`src/rtl/module_digit_capture_pkg.sv`:
```
// Shared keypad constants, entry FSM state encoding and width helper for the
// digit-capture block.
package pkg_keypad;
  localparam logic [3:0] KEY_ENTER = 4'hA;
  localparam logic [3:0] KEY_BACK  = 4'hB;
  localparam logic [3:0] KEY_CLEAR = 4'hC;

  typedef enum logic [1:0] {ST_ENTRY, ST_CONVERT, ST_DONE} state_t;

  // Width needed to hold a digit count in 0..n.
  function automatic int count_w(input int n);
    return $clog2(n + 1);
  endfunction
endpackage

```
`src/rtl/module_digit_capture_bcd_serial_conv.sv`:
```
// Serial BCD-to-binary converter: one x10-and-add step per cycle, most
// significant digit first, N_DIGITS steps after start.
module module_bcd_serial_conv #(
  parameter int N_DIGITS = 3,
  parameter int BIN_W    = 10
) (
  input  logic                  clk,
  input  logic                  reset,
  input  logic                  start,
  input  logic [4*N_DIGITS-1:0] bcd,
  output logic [BIN_W-1:0]      acc,
  output logic                  done
);
  localparam int IW = (N_DIGITS > 1) ? $clog2(N_DIGITS) : 1;

  logic [IW-1:0] idx;
  logic          run;
  logic [3:0]    digit;

  assign digit = bcd[idx*4 +: 4];
  // High during the cycle whose closing edge applies the last digit.
  assign done  = run && (idx == '0);

  always_ff @(posedge clk) begin
    if (reset) begin
      acc <= '0;
      idx <= '0;
      run <= 1'b0;
    end else if (start) begin
      acc <= '0;
      idx <= IW'(N_DIGITS - 1);
      run <= 1'b1;
    end else if (run) begin
      acc <= (acc << 3) + (acc << 1) + BIN_W'(digit);
      idx <= idx - 1'b1;
      if (idx == '0) run <= 1'b0;
    end
  end
endmodule

```
`src/rtl/module_digit_capture.sv`:
```
// Keypad decimal entry: BCD shift register with backspace/clear/enter, and on
// enter a serial BCD-to-binary conversion producing one result strobe.
module module_digit_capture
  import pkg_keypad::*;
#(
  parameter int N_DIGITS = 3,
  parameter int BIN_W    = 10,
  localparam int CW      = count_w(N_DIGITS),
  localparam int DW      = 4 * N_DIGITS
) (
  input  logic             clk,
  input  logic             reset,
  input  logic             key_pulse,
  input  logic [3:0]       key_code,
  output logic [DW-1:0]    digits_bcd,
  output logic [CW-1:0]    digit_count,
  output logic             busy,
  output logic [BIN_W-1:0] result_bin,
  output logic             result_valid,
  output logic             key_err
);
  state_t           state, state_nxt;
  logic [DW-1:0]    bcd_nxt;
  logic [CW-1:0]    cnt_nxt;
  logic [BIN_W-1:0] res_nxt, acc;
  logic             err_nxt, rv_nxt, start, conv_done;

  module_bcd_serial_conv #(.N_DIGITS(N_DIGITS), .BIN_W(BIN_W)) u_conv (
    .clk   (clk),
    .reset (reset),
    .start (start),
    .bcd   (digits_bcd),
    .acc   (acc),
    .done  (conv_done)
  );

  assign busy = (state == ST_CONVERT);

  always_comb begin
    state_nxt = state;
    bcd_nxt   = digits_bcd;
    cnt_nxt   = digit_count;
    res_nxt   = result_bin;
    err_nxt   = 1'b0;
    rv_nxt    = 1'b0;
    start     = 1'b0;
    case (state)
      ST_ENTRY: if (key_pulse) begin
        if (key_code <= 4'd9) begin
          if (digit_count < CW'(N_DIGITS)) begin
            bcd_nxt = (digits_bcd << 4) | DW'(key_code);
            cnt_nxt = digit_count + CW'(1);
          end else err_nxt = 1'b1;
        end else begin
          case (key_code)
            KEY_BACK: if (digit_count != '0) begin
              bcd_nxt = digits_bcd >> 4;
              cnt_nxt = digit_count - CW'(1);
            end else err_nxt = 1'b1;
            KEY_CLEAR: begin
              bcd_nxt = '0;
              cnt_nxt = '0;
            end
            KEY_ENTER: if (digit_count != '0) begin
              state_nxt = ST_CONVERT;
              start     = 1'b1;
            end else err_nxt = 1'b1;
            default: ;  // D/E/F ignored silently
          endcase
        end
      end
      ST_CONVERT: begin
        err_nxt = key_pulse;
        if (conv_done) state_nxt = ST_DONE;
      end
      ST_DONE: begin
        err_nxt   = key_pulse;
        res_nxt   = acc;
        rv_nxt    = 1'b1;
        bcd_nxt   = '0;
        cnt_nxt   = '0;
        state_nxt = ST_ENTRY;
      end
      default: state_nxt = ST_ENTRY;
    endcase
  end

  always_ff @(posedge clk) begin
    if (reset) begin
      state        <= ST_ENTRY;
      digits_bcd   <= '0;
      digit_count  <= '0;
      result_bin   <= '0;
      result_valid <= 1'b0;
      key_err      <= 1'b0;
    end else begin
      state        <= state_nxt;
      digits_bcd   <= bcd_nxt;
      digit_count  <= cnt_nxt;
      result_bin   <= res_nxt;
      result_valid <= rv_nxt;
      key_err      <= err_nxt;
    end
  end
endmodule

```
`config.mk`:
```
export PLATFORM = sky130hd
export DESIGN_NAME = module_digit_capture
export DESIGN_NICKNAME = d
export VERILOG_FILES = /design/src/rtl/module_digit_capture_pkg.sv /design/src/rtl/module_digit_capture_bcd_serial_conv.sv /design/src/rtl/module_digit_capture.sv
export SDC_FILE = /design/constraint.sdc
export NUM_CORES = 1
export LEC_CHECK = 0
export ABC_CLOCK_PERIOD_IN_PS = 2300
export BUFFER_PORTS_ARGS = -buffer_cell sky130_fd_sc_hd__buf_2
export CAP_MARGIN = 20
export CORE_UTILIZATION = 35
export CTS_CLUSTER_SIZE = 10
export DETAILED_ROUTE_END_ITERATION = 8
export GPL_TIMING_DRIVEN = 0
export PLACE_DENSITY = 0.57
export SETUP_SLACK_MARGIN = 0.05
export SLEW_MARGIN = 25
export SYNTH_ARGS = -nofsm -noshare
export SYNTH_HDL_FRONTEND = slang
export SYNTH_SLANG_ARGS = --single-unit
```
`constraint.sdc`:
```
create_clock -name clk -period 2.3 [get_ports clk]
set_input_delay 0.115 -clock clk [delete_from_list [all_inputs] [get_ports clk]]
set_output_delay 0.115 -clock clk [all_outputs]
set_load 0.01 [all_outputs]
```
**Word level (Yosys, flattened, before mapping)**

Cells that the tools add are included.
W data, S select, Z words.

- Flip-flop bits (word level): 41
- Logic and storage cells: 78
- Input bits: 7
- Output and inout port bits: 27

- Magnitude comparators: 2
- Shift-type cells: 1
- Bitwise operators: 1
- Multiplexer cells: 35
- $add $sub $neg: 5
- Equality and inequality tests: 13
- Reduce and logical (&&, ||, !) cells: 11

Operators with widths:

| operator | count |
|---|---|
| $mux W12 | 4 |
| $pmux W12 S2 | 2 |
| $mux W2 | 11 |
| $mux W1 | 14 |
| $eq A4 B4 Y1 const B | 3 |
| $or A12 B4 Y12 | 1 |
| $pmux W2 S2 | 3 |
| $shiftx A12 B5 Y4 | 1 |
| $add A10 B10 Y10 | 1 |
| $add A10 B4 Y10 | 1 |
| $reduce_and A5 Y1 | 2 |
| $ne A2 B2 Y1 const B | 3 |
| $reduce_bool A2 Y1 | 3 |
| $reduce_or A2 Y1 | 3 |
| $le A4 B4 Y1 const B | 1 |
| $logic_not A2 Y1 | 2 |
| $ne A2 B1 Y1 const B | 2 |
| $ne A4 B2 Y1 const B | 1 |
| $ne A4 B4 Y1 const B | 1 |
| $sub A2 B1 Y2 const B | 2 |
| $ne A3 B3 Y1 const B | 1 |
| $add A2 B1 Y2 const B | 1 |
| $eq A2 B1 Y1 const B | 1 |
| $eq A2 B2 Y1 const B | 1 |
| 3 further kinds | 3 |

**Longest topological paths before layout**

- Depth in word-level cells: 7
- Gate-level depth with buffers: 13
- Depth with buffers taken out: 13

**Cells and area by module**

A second synthesis with hierarchy kept.

- Cell total of the unflattened synthesis: 282
- Area total of the unflattened synthesis: 2,566.2 um^2

By module, submodules not included:

| module | instances | area an instance (um^2) | cells an instance |
|---|---|---|---|
| module_digit_capture | 1 | 1,536.5 | 162 |
| module_bcd_serial_conv | 1 | 1,029.7 | 120 |

**Worst setup path after synthesis**

Ideal clock, no wire load.

- Path type: register to register
- From: register u_conv.idx[0]
- To: register u_conv.acc[8]
- Slack: -261 ps
- Period minus slack after synthesis: 2,561 ps
- Arrival: 2,429 ps
- Library setup time: 131 ps
- Buffers on the path: 1
- Data required time: 2,169 ps
- Cell stages (with the launch flop): 12
- Cells stage by stage: dfxtp_1 > clkbuf_1 > mux2i_1 > nor2_1 > a21oi_1 > fa_1 > fa_1 > nor2b_1 > o31a_1 > o22ai_1 > mux2i_1 > o21ai_0

- Cells in the longest elaborated chain, start to end: 2

Ends and longest elaborated chain:

| element | line | text |
|---|---|---|
| start, declared | module_digit_capture_bcd_serial_conv.sv:16 | `logic [IW-1:0] idx;` |
| start signal, assigned | module_digit_capture_bcd_serial_conv.sv:31 | `idx <= IW'(N_DIGITS - 1);` |
| start signal, assigned | module_digit_capture_bcd_serial_conv.sv:35 | `idx <= idx - 1'b1;` |
| $shiftx A12 B5 Y4 | module_digit_capture_bcd_serial_conv.sv:20 | `assign digit = bcd[idx*4 +: 4];` |
| $add A10 B4 Y10 | module_digit_capture_bcd_serial_conv.sv:34 | `acc <= (acc << 3) + (acc << 1) + BIN_W'(digit);` |
| end signal, assigned | module_digit_capture_bcd_serial_conv.sv:34 |  |
| end, declared | module_digit_capture_bcd_serial_conv.sv:11 | `output logic [BIN_W-1:0] acc,` |

Every way passes these cells.
A chain may end at the register's enable or synchronous reset.

**Final worst setup path**

- From: register u_conv.idx[0]
- To: register u_conv.acc[7]

The elaborated chain is that of the path after synthesis.

==> results.cfg <==
[floorplan]
rows = 29
core_area_um2 = 6390
die_w_um = 83.6
initial_utilization_pct = 36.5
ios = 34
die_h_um = 83.6
die_area_um2 = 6980

[timing]
hold_viol_final = 0
fmax_mhz = 401
report.final.slew_viol_count = 0
min_period_ns = 2.50
holdWs_ns = 0.101
finalCritPeriodShare_pct = 109
tightestPinTransition_ns = 0.713
setup-violations-final = 6
rsz0062_at_grt = yes
tns_ns = -0.903
setup_ws_ns = -0.196
clock_skew_ns = 0.00732
relSlewSlack_pct = 52.4

[setup_path]
reg2reg_depth = 13
worstPathRequired_ns = 2.48
r2r_slack_ns = -0.20
start_kind = register
critPathArrivalTime_ns = 2.67
end_kind = register
reg2reg_to = u_conv.acc[7]
reg2reg_from = u_conv.idx[0]
critical_path.max_fanout = 6
worstSetupPathType = register to register

[logic_synthesis]
ys_seq_elements = 41
yosysSeqAreaShare_pct = 35.2
yosysTopAreaCell = dfxtp_1
synth_most_common_cell = dfxtp_1
ys_warn_count = 0
synth_edf_count = 0
syn_area_um2 = 2330
async_flop_share_pct = 0
syn_nets = 294
synthFlopType = dfxtp_1
avgSynthCellArea_um2 = 8.82
synth_area_leaders = dfxtp_1, ha_1, mux2i_1, nor2_1, a21oi_1
synth_cell_type_count = 41
synth.top_cell.area_share_pct = 35.2
synth_cells = 264
synth_common_cells = dfxtp_1, nor2_1, mux2i_1, ha_1

[clock_network]
clock_latency_ns = 0.29
cts_htree_levels = 2
clk_pin_slew_ns = 0.08
cts_tree = done
numCtsBuffers = 5
cts_hold_buf = 0
cts.sinks = 41
clk_path_buf_depth = 2
cts_root_buf = clkbuf_8

[finish]
finalNetCount = 339
synthToLayoutAreaGrowth_pct = 22.4
layout-drive-gt1-share_pct = 24.2
n_antenna_cell = 0

[routing]
viasPerCell = 5.21
ant_nets = 0
wl_per_cell_um = 14.3
drc = 0
drt_iter0_drc = 89
drt-total-wl_mm = 5.53
vias = 2016
firstDrtPassIters = 4

[power]
clkPwrFrac_pct = 33.3
p_leak_nw = 1.20
p_per_area_nw_per_um2 = 492
p_comb_share_pct = 13.2
swShare_pct = 27.5
seqPwrFrac_pct = 53.5
ir_worst_vdd_mv = 0.281
switching_power_uw = 386
intPower_mw = 1.02

[global_routing]
grt_pass1_wl_mm = 9.00
grt_usage_pct = 15.8
antenna_found_initial = 0
grt_max_degree = 13
grt_overflow = 0
grt_pass1_vias = 1879

[status]
violations = setup timing
status = finished, violations left

[hold_path]
hold_class = input port to register
worstHoldStart = key_pulse
hold_path_end = key_err
whs_path_depth = 2

[job]
drv_cap = 0

[placement]
dp_hpwl_mm = 3.89
port_buffers = 33
place_congestion = 0.818
worst max-delay path, stage by stage (launching register included):
cell and delay [ns]:
dfxtp_2 0.34, buf_8 0.12, mux2i_1 0.19, nor2_1 0.07
a21oi_2 0.12, fa_2 0.49, buf_4 0.16, inv_2 0.06
ha_4 0.20, nand3_4 0.06, nand2_4 0.08, a31oi_4 0.18
mux2i_1 0.22, o21ai_1 0.08
timing repair:
action	CTS	global route
gates resized for setup	8	25
pin swaps	4	3
buffers inserted	3	2
endpoints found under the setup margin	6	23
registers in the layout, indices dropped and copies added (netlist names):
register and count:
digits_bcd 12, result_valid 1, u_conv.idx 2, digit_count 2, state 2, u_conv.acc 10, u_conv.run 1, key_err 1
result_bin 10
routing by layer:
metal	up-vias	part of all wire, %	global-route usage [%]
met5	-	0	0
met4	0	1.4	5.70
met3	6	3.5	3.07
met2	42	44	24.1
met1	938	51	22.1
li1	1030	-	-
logic make-up after synthesis:
kind of cell,after synthesis,synth area share (%)
xor gates and xnor gates,6,2.26
adders and majority gates,23,13.0
buffers and inverters,30,5.37
AOI/OAI and AO/OA,61,17.7
muxes,23,9.89
and+or+nand+nor,80,16.6
DFF,41,35.2
power groups by stage:
stage | sequential (mW) | clock (mW) | combinational, mW
floorplan | 0.770 | 0 | 0.110
global placement | 0.766 | 0 | 0.173
detailed placement | 0.766 | 0 | 0.173
CTS | 0.749 | 0.482 | 0.175
global route | 0.754 | 0.517 | 0.207
finish | 0.750 | 0.467 | 0.185
placed cells by master (no fill, tap or decap), types with 6 or more instances in the layout:
cell / n
ha_1: 20
a211oi_1: 8
buf_2: 34
a21oi_1: 15
nor2_1: 27
nand2_1: 16
nor3_1: 10
mux2i_1: 23
o21ai_0: 7
nand2b_1: 6
inv_1: 16
dfxtp_1: 37
through the flow:
stage	utilization, %	setup WS, ns	instance area, µm²	total power, mW	instances
finish	44.6	-0.196	2850	1.40	387
global route	44.6	-0.335	2850	1.48	387
CTS	42.9	-0.190	2740	1.41	385
detailed placement	40.9	-0.244	2610	0.940	374
global placement	40.9	-0.266	2610	0.939	374
floorplan	-	-0.0354	2350	0.880	264
final cells by class:
| class | instances | area, µm² |
|---|---|---|
| plain buffers | 13 | 78.8 |
| flip-flops and latches | 41 | 826 |
| clock buffers | 6 | 72.6 |
| inverters | 17 | 63.8 |
| clock inverters | 2 | 10.0 |
| repair buffers | 38 | 206 |
| well taps | 77 | 96.3 |
| fillers | 676 | 3540 |
| multi-input cells | 193 | 1500 |
worst max path at each step:
stage	from	endpoint	slack, ns	cells past startpoint
finish	u_conv.idx[0]	u_conv.acc[7]	-0.20	13
global route	u_conv.idx[0]	u_conv.acc[8]	-0.33	12
CTS	u_conv.idx[0]	u_conv.acc[8]	-0.19	11
detailed placement	u_conv.idx[0]	u_conv.acc[8]	-0.24	11
global placement	u_conv.idx[0]	u_conv.acc[8]	-0.27	11
floorplan	u_conv.idx[0]	u_conv.acc[8]	-0.04	11
No activity file was read; power rests on OpenSTA's default activity.
